[config.mk]
export PLATFORM = sky130hd
export DESIGN_NAME = md_iter_seq_flat
export DESIGN_NICKNAME = d
export VERILOG_FILES = /design/src/rtl/md_iter_seq_if.sv /design/src/rtl/md_iter_seq.sv /design/src/flat_wrapper.sv
export SDC_FILE = /design/constraint.sdc
export NUM_CORES = 1
export LEC_CHECK = 0
export BUFFER_PORTS_ARGS = -buffer_cell sky130_fd_sc_hd__buf_2
export CAP_MARGIN = 10
export CORE_MARGIN = 3
export CORE_UTILIZATION = 25
export CTS_BUF_LIST = sky130_fd_sc_hd__clkbuf_16
export CTS_CLUSTER_DIAMETER = 200
export CTS_CLUSTER_SIZE = 8
export DETAILED_ROUTE_END_ITERATION = 8
export PLACE_DENSITY = 0.48
export REMOVE_ABC_BUFFERS = 1
export SLEW_MARGIN = 30
export SYNTH_ARGS = -nofsm -noshare
export SYNTH_HDL_FRONTEND = slang
export SYNTH_SLANG_ARGS = --single-unit
[constraint.sdc]
create_clock -name clk -period 13.45 [get_ports clk]
set_clock_uncertainty 0.05 [all_clocks]
set_input_delay 0 -clock clk [delete_from_list [all_inputs] [get_ports clk]]
set_output_delay 0 -clock clk [all_outputs]
set_load 0.02 [all_outputs]
[src/rtl/md_iter_seq_if.sv]
// Bus between the EX stage and the iterative multiply/divide unit.
// Valid/ready: start is a one-cycle request, taken only while busy=0; done pulses once per commit.
interface md_iter_seq_if;
    logic        start;
    logic [1:0]  op;
    logic [31:0] A;
    logic [31:0] B;
    logic        hi_we;
    logic        lo_we;
    logic        busy;
    logic        done;
    logic [31:0] hi;
    logic [31:0] lo;

    modport master (output start, op, A, B, hi_we, lo_we,
                    input  busy, done, hi, lo);
    modport slave  (input  start, op, A, B, hi_we, lo_we,
                    output busy, done, hi, lo);
endinterface

[src/rtl/md_iter_seq.sv]
// Iterative 32-step multiply/divide unit owning HI/LO; mult/multu/div/divu all
// take 33 cycles from accept to visible result on one shared 33-bit adder.
module md_iter_seq (
    input  logic         clk,
    input  logic         reset,
    md_iter_seq_if.slave bus,
    output logic [1:0]   dbg_state
);
    typedef enum logic [1:0] {S_IDLE = 2'd0, S_RUN = 2'd1, S_FIX = 2'd2} state_t;

    state_t      state, state_nxt;
    logic [1:0]  op_q;
    logic        neg_q, neg_r, dz_q, done_q;
    logic [31:0] a_q, b_q, p_hi, p_lo, hi_q, lo_q;
    logic [4:0]  cnt;

    logic        is_div, a_neg, b_neg;
    logic [31:0] a_abs, b_abs;
    logic [32:0] rem_sh, alu_x, alu_y, alu;
    logic [63:0] prod_fix;
    logic [31:0] quo_fix, rem_fix;

    // Operand magnitudes: bit 0 of op marks the signed variants
    assign a_neg = bus.op[0] & bus.A[31];
    assign b_neg = bus.op[0] & bus.B[31];
    assign a_abs = a_neg ? (32'd0 - bus.A) : bus.A;
    assign b_abs = b_neg ? (32'd0 - bus.B) : bus.B;

    // Shared adder: multiply adds the multiplicand, divide subtracts the divisor
    assign is_div = op_q[1];
    assign rem_sh = {p_hi, a_q[31]};
    assign alu_x  = is_div ? rem_sh : {1'b0, p_hi};
    assign alu_y  = is_div ? {1'b0, b_q} : (b_q[0] ? {1'b0, a_q} : 33'd0);
    assign alu    = alu_x + (is_div ? ~alu_y : alu_y) + {32'd0, is_div};

    assign prod_fix = neg_q ? (64'd0 - {p_hi, p_lo}) : {p_hi, p_lo};
    assign quo_fix  = neg_q ? (32'd0 - p_lo) : p_lo;
    assign rem_fix  = neg_r ? (32'd0 - p_hi) : p_hi;

    always_ff @(posedge clk) begin
        if (reset) state <= S_IDLE;
        else       state <= state_nxt;
    end

    always_comb begin
        state_nxt = state;
        case (state)
            S_IDLE: if (bus.start) state_nxt = S_RUN;
            S_RUN:  if (cnt == 5'd0) state_nxt = S_FIX;
            S_FIX:  state_nxt = S_IDLE;
            default: state_nxt = S_IDLE;
        endcase
    end

    always_comb begin
        bus.busy  = (state != S_IDLE);
        bus.done  = done_q;
        bus.hi    = hi_q;
        bus.lo    = lo_q;
        dbg_state = state;
    end

    always_ff @(posedge clk) begin
        if (reset) begin
            op_q   <= 2'd0;
            neg_q  <= 1'b0;
            neg_r  <= 1'b0;
            dz_q   <= 1'b0;
            done_q <= 1'b0;
            a_q    <= 32'd0;
            b_q    <= 32'd0;
            p_hi   <= 32'd0;
            p_lo   <= 32'd0;
            hi_q   <= 32'd0;
            lo_q   <= 32'd0;
            cnt    <= 5'd0;
        end else begin
            done_q <= (state == S_FIX);
            case (state)
                S_IDLE: begin
                    if (bus.hi_we) hi_q <= bus.A;
                    if (bus.lo_we) lo_q <= bus.A;
                    if (bus.start) begin
                        op_q  <= bus.op;
                        neg_q <= a_neg ^ b_neg;
                        neg_r <= a_neg;
                        dz_q  <= bus.op[1] & (bus.B == 32'd0);
                        a_q   <= a_abs;
                        b_q   <= b_abs;
                        p_hi  <= 32'd0;
                        p_lo  <= 32'd0;
                        cnt   <= 5'd31;
                    end
                end
                S_RUN: begin
                    if (is_div) begin
                        // Restore by keeping the shifted remainder when the trial went negative
                        p_hi <= alu[32] ? rem_sh[31:0] : alu[31:0];
                        p_lo <= {p_lo[30:0], ~alu[32]};
                        a_q  <= {a_q[30:0], 1'b0};
                    end else begin
                        p_hi <= alu[32:1];
                        p_lo <= {alu[0], p_lo[31:1]};
                        b_q  <= {1'b0, b_q[31:1]};
                    end
                    if (cnt != 5'd0) cnt <= cnt - 5'd1;
                end
                S_FIX: begin
                    if (!is_div) begin
                        hi_q <= prod_fix[63:32];
                        lo_q <= prod_fix[31:0];
                    end else if (!dz_q) begin
                        hi_q <= rem_fix;
                        lo_q <= quo_fix;
                    end
                end
                default: ;
            endcase
        end
    end
endmodule

[src/flat_wrapper.sv]
// flat-port wrapper written by rule: the top's interface ports become plain ports
module md_iter_seq_flat 
  (clk, reset, dbg_state, bus_start, bus_op, bus_A, bus_B, bus_hi_we, bus_lo_we, bus_busy, bus_done, bus_hi, bus_lo);
  md_iter_seq_if bus_i ();
  input  logic clk;
  input  logic reset;
  output logic [1:0] dbg_state;
  input wire logic [$bits(bus_i.start)-1:0] bus_start;
  input wire logic [$bits(bus_i.op)-1:0] bus_op;
  input wire logic [$bits(bus_i.A)-1:0] bus_A;
  input wire logic [$bits(bus_i.B)-1:0] bus_B;
  input wire logic [$bits(bus_i.hi_we)-1:0] bus_hi_we;
  input wire logic [$bits(bus_i.lo_we)-1:0] bus_lo_we;
  output wire logic [$bits(bus_i.busy)-1:0] bus_busy;
  output wire logic [$bits(bus_i.done)-1:0] bus_done;
  output wire logic [$bits(bus_i.hi)-1:0] bus_hi;
  output wire logic [$bits(bus_i.lo)-1:0] bus_lo;
  assign bus_i.start = bus_start;
  assign bus_i.op = bus_op;
  assign bus_i.A = bus_A;
  assign bus_i.B = bus_B;
  assign bus_i.hi_we = bus_hi_we;
  assign bus_i.lo_we = bus_lo_we;
  assign bus_busy = bus_i.busy;
  assign bus_done = bus_i.done;
  assign bus_hi = bus_i.hi;
  assign bus_lo = bus_i.lo;
  md_iter_seq u_core (.clk(clk), .reset(reset), .bus(bus_i), .dbg_state(dbg_state));
endmodule
======== After elaboration in Yosys (flattened, before gate mapping) ========
Index checks and enable logic that the tools add are counted.
W data, S select, Z words.
operators by class
  reductions and logical operators ........ 15
  eq/ne operators ......................... 10
  muxes and demuxes ....................... 35
  bitwise operators ....................... 6
  add/subtract/negate cells ............... 8
operators by type and width
  operator                 count
  $mux W32                 19
  $pmux W32 S2             6
  $sub A1 B32 Y32 const A  4
  $mux W33                 3
  $mux W64                 1
  $sub A1 B64 Y64 const A  1
  $add A33 B1 Y33          1
  $add A33 B33 Y33         1
  $not A33 Y33             1
  $logic_not A32 Y1        1
  $reduce_and A3 Y1        5
  $mux W5                  2
  $pmux W5 S2              1
  $ne A2 B2 Y1 const B     4
  $ne A2 B1 Y1 const B     3
  $reduce_and A2 Y1        3
  $reduce_bool A2 Y1       3
  $logic_not A5 Y1         1
  $reduce_bool A5 Y1       1
  $sub A5 B1 Y5 const B    1
  $mux W2                  2
  $pmux W2 S2              1
  $and A1 B1 Y1            3
  $ne A3 B3 Y1 const B     1
  5 further kinds          5
word-level totals
  flip-flop bits (word level) ............. 205
  input bits .............................. 71
  output and inout bits ................... 68
  word-level logic and storage cells ...... 87

======== Longest topological paths before layout ========
  word-level depth ........................ 9
  mapped depth ............................ 16
  depth with buffers taken out ............ 12

======== Worst setup path after synthesis ========
Ideal clock, no wire load.
  path type ............................... reg-to-reg
  from .................................... reg u_core.op_q[1]
  to ...................................... reg u_core.p_hi[29]
  setup time .............................. 134 ps
  cell stages (with the launch flop) ...... 15
  path buffers ............................ 3
  setup slack ............................. 9,125 ps
  clock period less this slack ............ 4,325 ps
  required time ........................... 13,266 ps
  data arrival time ....................... 4,141 ps
  path through ............................ dfxtp_1 clkbuf_1 buf_1 clkbuf_1 mux2i_1 fa_1 a211oi_1 o211ai_1 a22oi_2 or4b_4 a31o_1 a211oi_2 xnor2_1 o311ai_1 a211oi_1
on the way
  longest elaborated chain between the ends .. 8
  elaborated cells between the ends (all ways) .. 9
  classes of those cells .................. 2 x add/sub; 6 x mux; 1 x bitwise
ends and longest elaborated chain
  item                      RTL line            RTL
  start: declaration        md_iter_seq.sv:12   logic [1:0] op_q;
  start signal: assignment  md_iter_seq.sv:84   op_q <= bus.op;
  $mux W33                  md_iter_seq.sv:33   assign alu_y = is_div ? {1'b0, b_q} : (b_q[0] ? {1'b0, a_q} : 33'd0);
  $not A33 Y33              md_iter_seq.sv:34   assign alu = alu_x + (is_div ? ~alu_y : alu_y) + {32'd0, is_div};
  $mux W33                  md_iter_seq.sv:34
  $add A33 B33 Y33          md_iter_seq.sv:34
  $add A33 B1 Y33           md_iter_seq.sv:34
  $mux W32                  md_iter_seq.sv:98   p_hi <= alu[32] ? rem_sh[31:0] : alu[31:0];
  $mux W32 (*)              md_iter_seq.sv:96   if (is_div) begin
  $pmux W32 S2 (*)          md_iter_seq.sv:79   case (state)
  end signal: assignment    md_iter_seq.sv:98
  end signal: assignment    md_iter_seq.sv:102  p_hi <= alu[32:1];
  end: declaration          md_iter_seq.sv:14   logic [31:0] a_q, b_q, p_hi, p_lo, hi_q, lo_q;
Every way passes the cells marked *; elsewhere a longest branch is shown, timed or not.
A chain may end at the register's enable or synchronous reset.

======== Worst setup path in the final report ========
  from .................................... reg u_core.op_q[1]
  to ...................................... reg u_core.p_hi[23]
The elaborated chain is that of the path after synthesis.

==> impl_metrics.toml <==
[outcome]
status = "finished, final reports clean"

[floorplanning]
dieArea_um2 = 61000
start_util_pct = 25.5
io_pins = 139
core-area_um2 = 56900
die_h_um = 247
rows = 87
die_w_um = 247

[critical_path]
slowest_stage = "buf_4"
critPathTopFamily = "compound AO/OA/AOI/OAI gates"
slowest_delay_ns = 0.67
path_cells = "buf_4 -> and3b_1 -> nor2_1 -> fa_1 -> a211oi_1 -> o211ai_1 -> a22oi_2 -> o211ai_1 -> o211a_1 -> nor2_4 -> mux2_2 -> a22oi_1 -> a211oi_1"
cp-end-kind = "flip-flop"
required_ns = 13.82
start_kind = "flip-flop"
critPathBufInv = 1
crit_type = "reg -> reg"
arrival_ns = 5.24
cp_max_fo = 54

[route]
met2_length_um = 25300
wl_per_cell_um = 19.2
ant_nets = 0
viasPerCell = 5.21
drc_errors = 0
met3_length_um = 2710
drt_iter0_drc = 985
wl_met1_um = 23900
dr.pass1.iters = 5
routed.top_layer = "met5"
detailroute.via_count = 14500
drt_wl_total_um = 53500

[grt]
grt_max_degree = 77
grt_pass1_vias = 13700
grt-ovfl-total = 0
track_usage_pct = 17.0
grt_pass1_wl_um = 82000
antenna_found_initial = 1

[clocking]
root_buffer = "clkbuf_16"
clock_latency_ns = 0.56
cts_tree = "done"
cts_sinks = 204
cts_buffer_depth = 3
cts_buffers = 29
postCtsSetupBuffers = 0
path_clk_slew_ns = 0.05
cts.htree.levels = 1

[synthesis]
synth_ff_type = "dfxtp_1"
postSynthAreaPerCell_um2 = 7.54
async_flop_share_pct = 0
synth_top_area_share_pct = 28.1
ys_seq_area_share_pct = 28.1
syn_area_um2 = 14500
synth.most_common_cell = "nor2_1"
ys_warn_count = 0
ys_ff_latch = 204
synth_top_area_cell = "dfxtp_1"
synth_common_cells = "nor2_1, dfxtp_1, a21oi_1"
synthTopCellsByArea = "dfxtp_1, nor2_1, a21oi_1"
netlist_instances = 1924
synth_cell_types = 82
synth_edf_count = 0

[finish]
finalNonFillerCells = 2789
finish.utilization_pct = 30.5
antenna_cells = 0
num-nets-final = 2142
area_growth_pct = 19.5
drive_gt1_share_pct = 12.8

[sta]
setup_viol = 0
finalHoldViolCount = 0
slew_headroom_pct = 45.0
max_freq_mhz = 205
fin_tns_setup_ns = 0
worst_pin_slew_ns = 0.819
min_period_over_period_pct = 36.3
min_period_ns = 4.88
maxSlewViolCount = 0
rsz0062_at_grt = "no"

[power_and_ir_drop]
total_power_mw = 1.89
peakVddDrop_mv = 0.0979
power_leakage_nw = 6.65
powerDensity_nw_per_um2 = 109

[placement]
io_buffers = 138
dpl.cell_count = 2678
gp_congestion = 0.868
hpwl_um = 39700

[hold_path]
hp-class = "in -> reg"

[job]
maxCapViolCount = 0
-- power breakdown --
part	switching, mW	total (mW)	internal [mW]
clock network	0.272	0.665	0.393
logic	0.323	0.513	0.190
registers	0.0581	0.713	0.655
-- per-stage QoR --
stage / setup WS, ns / area [um2] / hold WS, ns
after floorplan: 5.62 / 13900 / 0.0191
after global placement: 8.26 / 15700 / 0.213
after detailed placement: 8.58 / 15800 / 0.215
after CTS: 8.55 / 17300 / 0.0272
after global routing: 8.19 / 17300 / 0.0811
final: 8.57 / 17300 / 0.0571
-- cells in the final DEF (no fill, tap or decap), types with 23 or more instances in the layout --
cell,netlist,final
nand2_1,147,147
mux2i_1,87,87
xnor2_1,68,68
ha_1,37,37
inv_1,22,23
a21oi_1,184,184
a31oi_1,43,43
nor2_1,319,317
a211oi_1,86,86
xor2_1,73,73
clkbuf_16,0,29
buf_2,7,137
or3_1,24,24
nor3_1,40,40
mux2_2,34,34
dlygate4sd3_1,0,80
o21ai_0,83,82
dfxtp_1,204,203
a22oi_1,25,25
-- routing by layer --
metal / track usage, % / up-vias
li1: - / 7190
met4: 5.04 / 2
met1: 22.3 / 6915
met2: 28.4 / 344
met5: 0 / -
met3: 2.83 / 80
-- timing repair --
action,4_1_cts,5_1_grt
hold buffers,80,0
endpoints found under the hold margin,147,0
resized for setup,0,0
-- worst min-delay path, delay by kind of cell --
family                 cells  cell delay [ns]
buffers and inverters      2             0.34
AOI/OAI and AO/OA          1             0.05
and+or+nand+nor            2             0.23
-- logic make-up (layout without fill, tap and decap cells) --
logic type	after synthesis	after routing	synth area share [%]
compound gates	582	582	25.9
fa+ha+maj	38	38	3.33
xor+xnor	141	141	8.51
simple gates	653	653	20.6
buf+inv	185	294	4.92
mux	121	121	8.64
flops	204	204	28.1
-- worst paths after layout --
check	startpoint	end	slack (ns)	cells after the start
worst min-delay path	bus_start	u_core.op_q[1]	0.06	5
worst max register to register	u_core.op_q[1]	u_core.p_hi[23]	8.57	13
worst min register to register	u_core.bus.lo[11]	u_core.bus.lo[11]	0.40	2
worst max-delay path	u_core.op_q[1]	u_core.p_hi[23]	8.57	13
-- flip-flops by register name, indices dropped and copies added (netlist names) --
name	count
u_core.bus.lo	32
u_core.a_q	32
u_core.cnt	5
u_core.neg_r	1
u_core.p_lo	32
u_core.neg_q	1
u_core.dbg_state	2
u_core.b_q	32
u_core.op_q	1
u_core.bus.hi	32
u_core.dz_q	1
u_core.bus.done	1
u_core.p_hi	32
-- layout make-up --
class | count | area (um2)
Clock inverter | 2 | 33.8
Fill cell | 6078 | 39600
Tap cell | 756 | 946
Inverter | 22 | 82.6
Sequential cell | 204 | 4090
Clock buffer | 29 | 726
Timing Repair Buffer | 241 | 1690
Multi-Input combinational cell | 1535 | 9770
No activity file was read; power rests on OpenSTA's default activity.
